File: src/rtl/servo_slew_planner.sv
// rtl/servo_slew_planner.sv - target-angle to PWM high-time planner with per-frame slew limit
//
// Accepts target angles, converts them to high-time counts and walks pw_out toward
// the target by at most STEP_MAX once per PWM frame.
//
// Ports:
//   clk_pwm    in   PWM clock (shared with the PWM generator)
//   rst        in   asynchronous active-low reset (shared with the PWM generator)
//   cmd_valid  in   target angle offered
//   cmd_deg    in   target angle in degrees, unsigned
//   cmd_ready  out  command can be accepted this cycle (low only in CALC)
//   pw_out     out  current high-time count, drives the PWM angle input
//   moving     out  pw_out differs from target
//   clamp_err  out  one-cycle pulse after accepting cmd_deg > MAX_DEG
//   frame_tick out  one-cycle pulse on the last cycle of each frame
module servo_slew_planner #(
    parameter int unsigned F           = 50,
    parameter int unsigned MIN_PW      = 25000,
    parameter int unsigned CNT_PER_DEG = 555,
    parameter int unsigned MAX_DEG     = 180,
    parameter int unsigned STEP_MAX    = 2775,
    parameter int unsigned INIT_DEG    = 90
) (
    input  logic        clk_pwm,
    input  logic        rst,
    input  logic        cmd_valid,
    input  logic [7:0]  cmd_deg,
    output logic        cmd_ready,
    output logic [31:0] pw_out,
    output logic        moving,
    output logic        clamp_err,
    output logic        frame_tick
);

    localparam int unsigned FRAME      = 50_000_000 / F;
    localparam int unsigned CW         = (FRAME > 1) ? $clog2(FRAME) : 1;
    localparam logic [CW-1:0] FRAME_LAST = CW'(FRAME - 1);
    localparam logic [31:0] INIT_PW    = 32'(MIN_PW + INIT_DEG * CNT_PER_DEG);
    localparam logic [31:0] MIN_PW_W   = 32'(MIN_PW);
    localparam logic [31:0] CPD_W      = 32'(CNT_PER_DEG);
    localparam logic [31:0] STEP_W     = 32'(STEP_MAX);
    localparam logic [7:0]  MAX_DEG_B  = 8'(MAX_DEG);

    typedef enum logic [1:0] {
        IDLE = 2'd0,
        CALC = 2'd1,
        MOVE = 2'd2
    } state_t;

    state_t         state_q, state_d;
    logic [CW-1:0]  frame_cnt_q, frame_cnt_d;
    logic [7:0]     deg_q, deg_d;
    logic [31:0]    target_q, target_d;
    logic [31:0]    pw_q, pw_d;
    logic           moving_q, moving_d;
    logic           clamp_q, clamp_d;

    logic           accept;
    logic           tick;
    logic           up;
    logic [31:0]    diff;
    logic [31:0]    calc_target;

    assign cmd_ready   = (state_q != CALC);
    assign accept      = cmd_valid && cmd_ready;
    assign tick        = (frame_cnt_q == FRAME_LAST);
    assign calc_target = MIN_PW_W + {24'd0, deg_q} * CPD_W;

    assign pw_out     = pw_q;
    assign moving     = moving_q;
    assign clamp_err  = clamp_q;
    assign frame_tick = tick;

    always_comb begin
        state_d     = state_q;
        deg_d       = deg_q;
        target_d    = target_q;
        pw_d        = pw_q;
        clamp_d     = 1'b0;
        frame_cnt_d = tick ? '0 : frame_cnt_q + CW'(1);

        up   = (target_q >= pw_q);
        diff = up ? (target_q - pw_q) : (pw_q - target_q);

        // Slew runs in every state against the registered target, so a tick
        // landing in CALC still uses the previous target.
        if (tick && (diff != 32'd0)) begin
            if (diff <= STEP_W) begin
                pw_d = target_q;
            end else if (up) begin
                pw_d = pw_q + STEP_W;
            end else begin
                pw_d = pw_q - STEP_W;
            end
        end

        case (state_q)
            IDLE: begin
                if (accept) begin
                    deg_d   = (cmd_deg > MAX_DEG_B) ? MAX_DEG_B : cmd_deg;
                    clamp_d = (cmd_deg > MAX_DEG_B);
                    state_d = CALC;
                end
            end
            CALC: begin
                target_d = calc_target;
                // Compare against the post-edge pw_out so a tick in this cycle
                // that lands exactly on the new target does not leave us in MOVE.
                state_d  = (calc_target != pw_d) ? MOVE : IDLE;
            end
            MOVE: begin
                if (accept) begin
                    deg_d   = (cmd_deg > MAX_DEG_B) ? MAX_DEG_B : cmd_deg;
                    clamp_d = (cmd_deg > MAX_DEG_B);
                    state_d = CALC;
                end else if (tick && (diff <= STEP_W)) begin
                    state_d = IDLE;
                end
            end
            default: begin
                state_d = IDLE;
            end
        endcase

        moving_d = (pw_d != target_d);
    end

    always_ff @(posedge clk_pwm or negedge rst) begin
        if (!rst) begin
            state_q     <= IDLE;
            frame_cnt_q <= '0;
            deg_q       <= 8'(INIT_DEG);
            target_q    <= INIT_PW;
            pw_q        <= INIT_PW;
            moving_q    <= 1'b0;
            clamp_q     <= 1'b0;
        end else begin
            state_q     <= state_d;
            frame_cnt_q <= frame_cnt_d;
            deg_q       <= deg_d;
            target_q    <= target_d;
            pw_q        <= pw_d;
            moving_q    <= moving_d;
            clamp_q     <= clamp_d;
        end
    end

endmodule

File: config.mk
export PLATFORM = sky130hd
export DESIGN_NAME = servo_slew_planner
export DESIGN_NICKNAME = d
export VERILOG_FILES = /design/src/rtl/servo_slew_planner.sv
export SDC_FILE = /design/constraint.sdc
export NUM_CORES = 1
export LEC_CHECK = 0
export ABC_AREA = 1
export BUFFER_PORTS_ARGS = -buffer_cell sky130_fd_sc_hd__buf_4
export CAP_MARGIN = 30
export CORE_UTILIZATION = 40
export CTS_BUF_LIST = sky130_fd_sc_hd__clkbuf_16
export DETAILED_ROUTE_END_ITERATION = 8
export HOLD_SLACK_MARGIN = 0.1
export PLACE_DENSITY = 0.55
export SETUP_SLACK_MARGIN = 0.2
export SKIP_LAST_GASP = 1
export SYNTH_ARGS = -nofsm -noshare
export SYNTH_HDL_FRONTEND = slang
export SYNTH_SLANG_ARGS = --single-unit
File: constraint.sdc
create_clock -name clk_pwm -period 9.7 [get_ports clk_pwm]
set_input_delay 1.455 -clock clk_pwm [delete_from_list [all_inputs] [get_ports clk_pwm]]
set_output_delay 1.455 -clock clk_pwm [all_outputs]
set_load 0.02 [all_outputs]
==> summary.md <==
| Metric | Value |
|---|---|
| Status | `finished clean` |
| Post-synthesis cell area | `~14000 um2` |
| Yosys warnings | `0` |
| Worst-path clk slew | `90 ps` |
| Pwr Total | `3.74 mW` |
| Fin crit share | `between 70% and 80%` |
| Maximum root-to-sink buffer count | `2` |
| Drt drc | `0` |
| Area of placed instances | `roughly 14000 um2` |
| HPWL Detailed | `a little over 40000 um` |
| Net Count, Synth | `between 2000 and 2500` |
| Final setup violation count | `0` |
| Final Hold Fails | `0` |
| First-pass GRT wire length | `76600 um` |
| Setup bufs post-CTS | `0` |
| Arr. time, crit path | `roughly 7300 ps` |
| Final Core Density | `between 40% and 50%` |
| Hold buffers post-CTS | `0` |
| P_leak | `about 8.7 nW` |
| Sequential element share of the synthesized area | `between 15 and 20%` |
| Syn avg cell area | `about 6.0 um2` |
| Total CTS buffers | `9` |
| Vias in the first global route | `roughly 13000` |
| Pre-Repair DR Iteration Count | `7` |
| Max FO, Critical Path | `47` |
| CP endpoint kind | `flop` |
| Pre-CTS setup slack | `about 2800 ps` |
| Antenna viol nets, final | `0` |
| Synthesis-to-finish area growth | `7.29%` |
| Critical Path Source Type | `flop` |
| Die width | `~190 um` |
| Critical path's slowest cell | `dfstp_2` |
| Crit-path max cell delay | `650 ps` |
| CP required | `just under 10000 ps` |
| Total Wirelength | `49100 um` |
| CTS resizes | `0` |
| Net count, final | `2452` |
| Die height | `between 150 and 200 um` |
| Ratio of cells with drive above 1 in the final layout | `roughly 6.3%` |
| Total congestion overflow | `0` |
| Post-synth EDFFs | `0` |
| CTS tree | `yes` |
| Max Freq | `0.141 GHz` |
| Clock latency on the worst-skew pair | `~380 ps` |
| Port Buffers | `46` |
| Row cnt | `between 60 and 70` |
| Post-DR wirelength/cell | `17.9 um` |
| Worst setup margin | `about 2600 ps` |
| Final min period | `7070 ps` |
| Gr usage total | `28.4%` |
| Unrepaired setup endpoints after global routing | `no` |
| Root Buffer | `clkbuf_16` |
| Yosys cell types | `46` |
| Slew Limit Headroom | `a little over two fifths` |
| Final instance area | `14600 um2` |
| I/O Pins | `47` |
| Max_cap viols | `0` |
| Vias per cell | `between 5 and 6` |
| PD cells | `256 nW/um2` |
| Largest net degree at the start of global routing | `between 60 and 70` |
| Post-Synthesis Cells | `2267` |
| Final GP Congestion | `between 0.9 and 1` |
| Inserted Diodes | `0` |
| Flops & latches, synth | `96` |
| Setup CP Type | `flop to flop` |
| Full die area | `34900 um2` |
| Most frequent CP cell | `nand2_1` |
| Top FF cell, synth | `dfrtp_1` |
| Worst slew pin tran | `852 ps` |
| Starting DRT DRC Count | `between 1000 and 1500` |
| Vias | `~14000` |
| Ys async rst share | `100%` |
| Clock Skew | `25.9 ps` |
| Peak supply drop | `0.000203 V` |
| Core Area | `between 30000 and 40000 um2` |
| Antenna violations before repair | `0` |
| Max Slew Vio Count | `0` |
| Tightest Hold Check Type | `flop to flop` |
| CTS Sinks | `96` |
| H-tree depth | `3` |
| Starting Density | `40.7%` |
| TNS Setup | `0 ps` |
-- cells in the final DEF (no fill, tap or decap), drive strengths merged, types with 6 or more instances in the layout --
cell,instances
inv,426
nor3,27
or2,6
xor2,78
clkbuf,9
nand4,24
nand3,211
nand2,810
nor2,156
o21ai,67
ha,137
o21bai,8
buf,50
nor4,10
xnor2,23
fa,17
a21oi,99
dfrtp,78
dfstp,18
-- through the flow --
stage | hold WS [ps] | std cells
after CTS | 496 | 2740
after floorplan | 462 | 2267
final | 494 | 2740
after global routing | 518 | 2740
after global placement | 475 | 2724
after detailed placement | 485 | 2724
-- metal layers --
| metal | wire length, um | track usage (%) |
|---|---|---|
| met1 | 23400 | 41.0 |
| met2 | 20500 | 42.3 |
| met3 | 3860 | 5.44 |
| met4 | 1420 | 9.08 |
| met5 | 0 | 0 |
-- worst max-delay path, delay by kind of cell, from the launching register on --
kind                       cells  cell delay [ps]
AOI/OAI and AO/OA              6             1910
xor gates and xnor gates       2              440
adders and majority gates      2              830
buffers and inverters          4              750
DFF                            1              650
and+or+nand+nor               17             2350
-- synthesized netlist by cell type (2+ instances only) --
cell	n	area [um2]
nand2_1	791	2970
inv_1	409	1540
nand3_1	204	1020
nor2_1	145	544
ha_1	137	1710
a21oi_1	97	485
dfrtp_1	78	1950
xor2_1	78	683
o21ai_0	62	310
nor3_1	27	135
nand4_1	24	150
xnor2_1	23	201
dfstp_2	18	473
fa_1	17	340
nand2_2	15	93.8
buf_4	14	105
inv_2	12	45.0
buf_2	11	55.1
nor4_1	10	62.6
buf_6	9	101
o21bai_1	8	60.1
clkbuf_1	7	26.3
nand3_2	7	70.1
nor2_2	6	37.5
or2_2	6	37.5
nand3b_1	5	37.5
o211ai_1	5	37.5
o21a_1	5	37.5
a31oi_1	4	25.0
nor2_4	4	45.0
a21o_1	3	22.5
and2_1	3	18.8
o21ai_1	3	15.0
a211oi_1	2	15.0
a21oi_2	2	17.5
inv_4	2	12.5
nand2_4	2	22.5
nand2_8	2	40.0
o21ai_2	2	17.5
o31ai_1	2	15.0
-- worst paths after layout --
kind	startpoint	to	slack [ps]	depth (start not counted)
min reg2reg	frame_cnt_q[2]$_DFF_PN0_	frame_cnt_q[2]$_DFF_PN0_	490	1
max in group asynchronous	rst	frame_cnt_q[5]$_DFF_PN0_	7400	2
max reg2reg	pw_out[10]$_DFF_PN1_	moving$_DFF_PN0_	2630	31
min	frame_cnt_q[2]$_DFF_PN0_	frame_cnt_q[2]$_DFF_PN0_	490	1
max	pw_out[10]$_DFF_PN1_	moving$_DFF_PN0_	2630	31
min in group asynchronous	rst	pw_out[30]$_DFF_PN0_	1040	1
-- where the power goes --
| group | switching (mW) | total, mW | internal [mW] |
|---|---|---|---|
| clock network | 0.176 | 0.429 | 0.253 |
| logic | 1.93 | 2.81 | 0.878 |
| registers | 0.0524 | 0.503 | 0.451 |
-- registers in the layout, summed over array words and instances, names as in the netlist --
name,flops
clamp_err,1
deg_q,8
frame_cnt_q,20
moving,1
pw_out,32
state_q,2
target_q,32
-- final cells by class --
cell class	instances	area [um2]
fill	3707	18900
multi-input combinational	1707	9350
sequential	96	2420
inverter	423	1590
tap	448	561
timing repair buffer	50	375
clock buffer	9	225
clock inverter	7	119
-- cells by family (layout without fill, tap and decap cells) --
group / count (synthesis) / count (layout) / synth area share, %
xor gates and xnor gates: 101 / 101 / 6.48
and+or+nand+nor: 1253 / 1253 / 38.9
AOI/OAI and AO/OA: 199 / 199 / 8.01
buffers and inverters: 464 / 489 / 13.8
adders and majority gates: 154 / 154 / 15.0
DFF: 96 / 96 / 17.8
(Power assumes the default switching activity.)
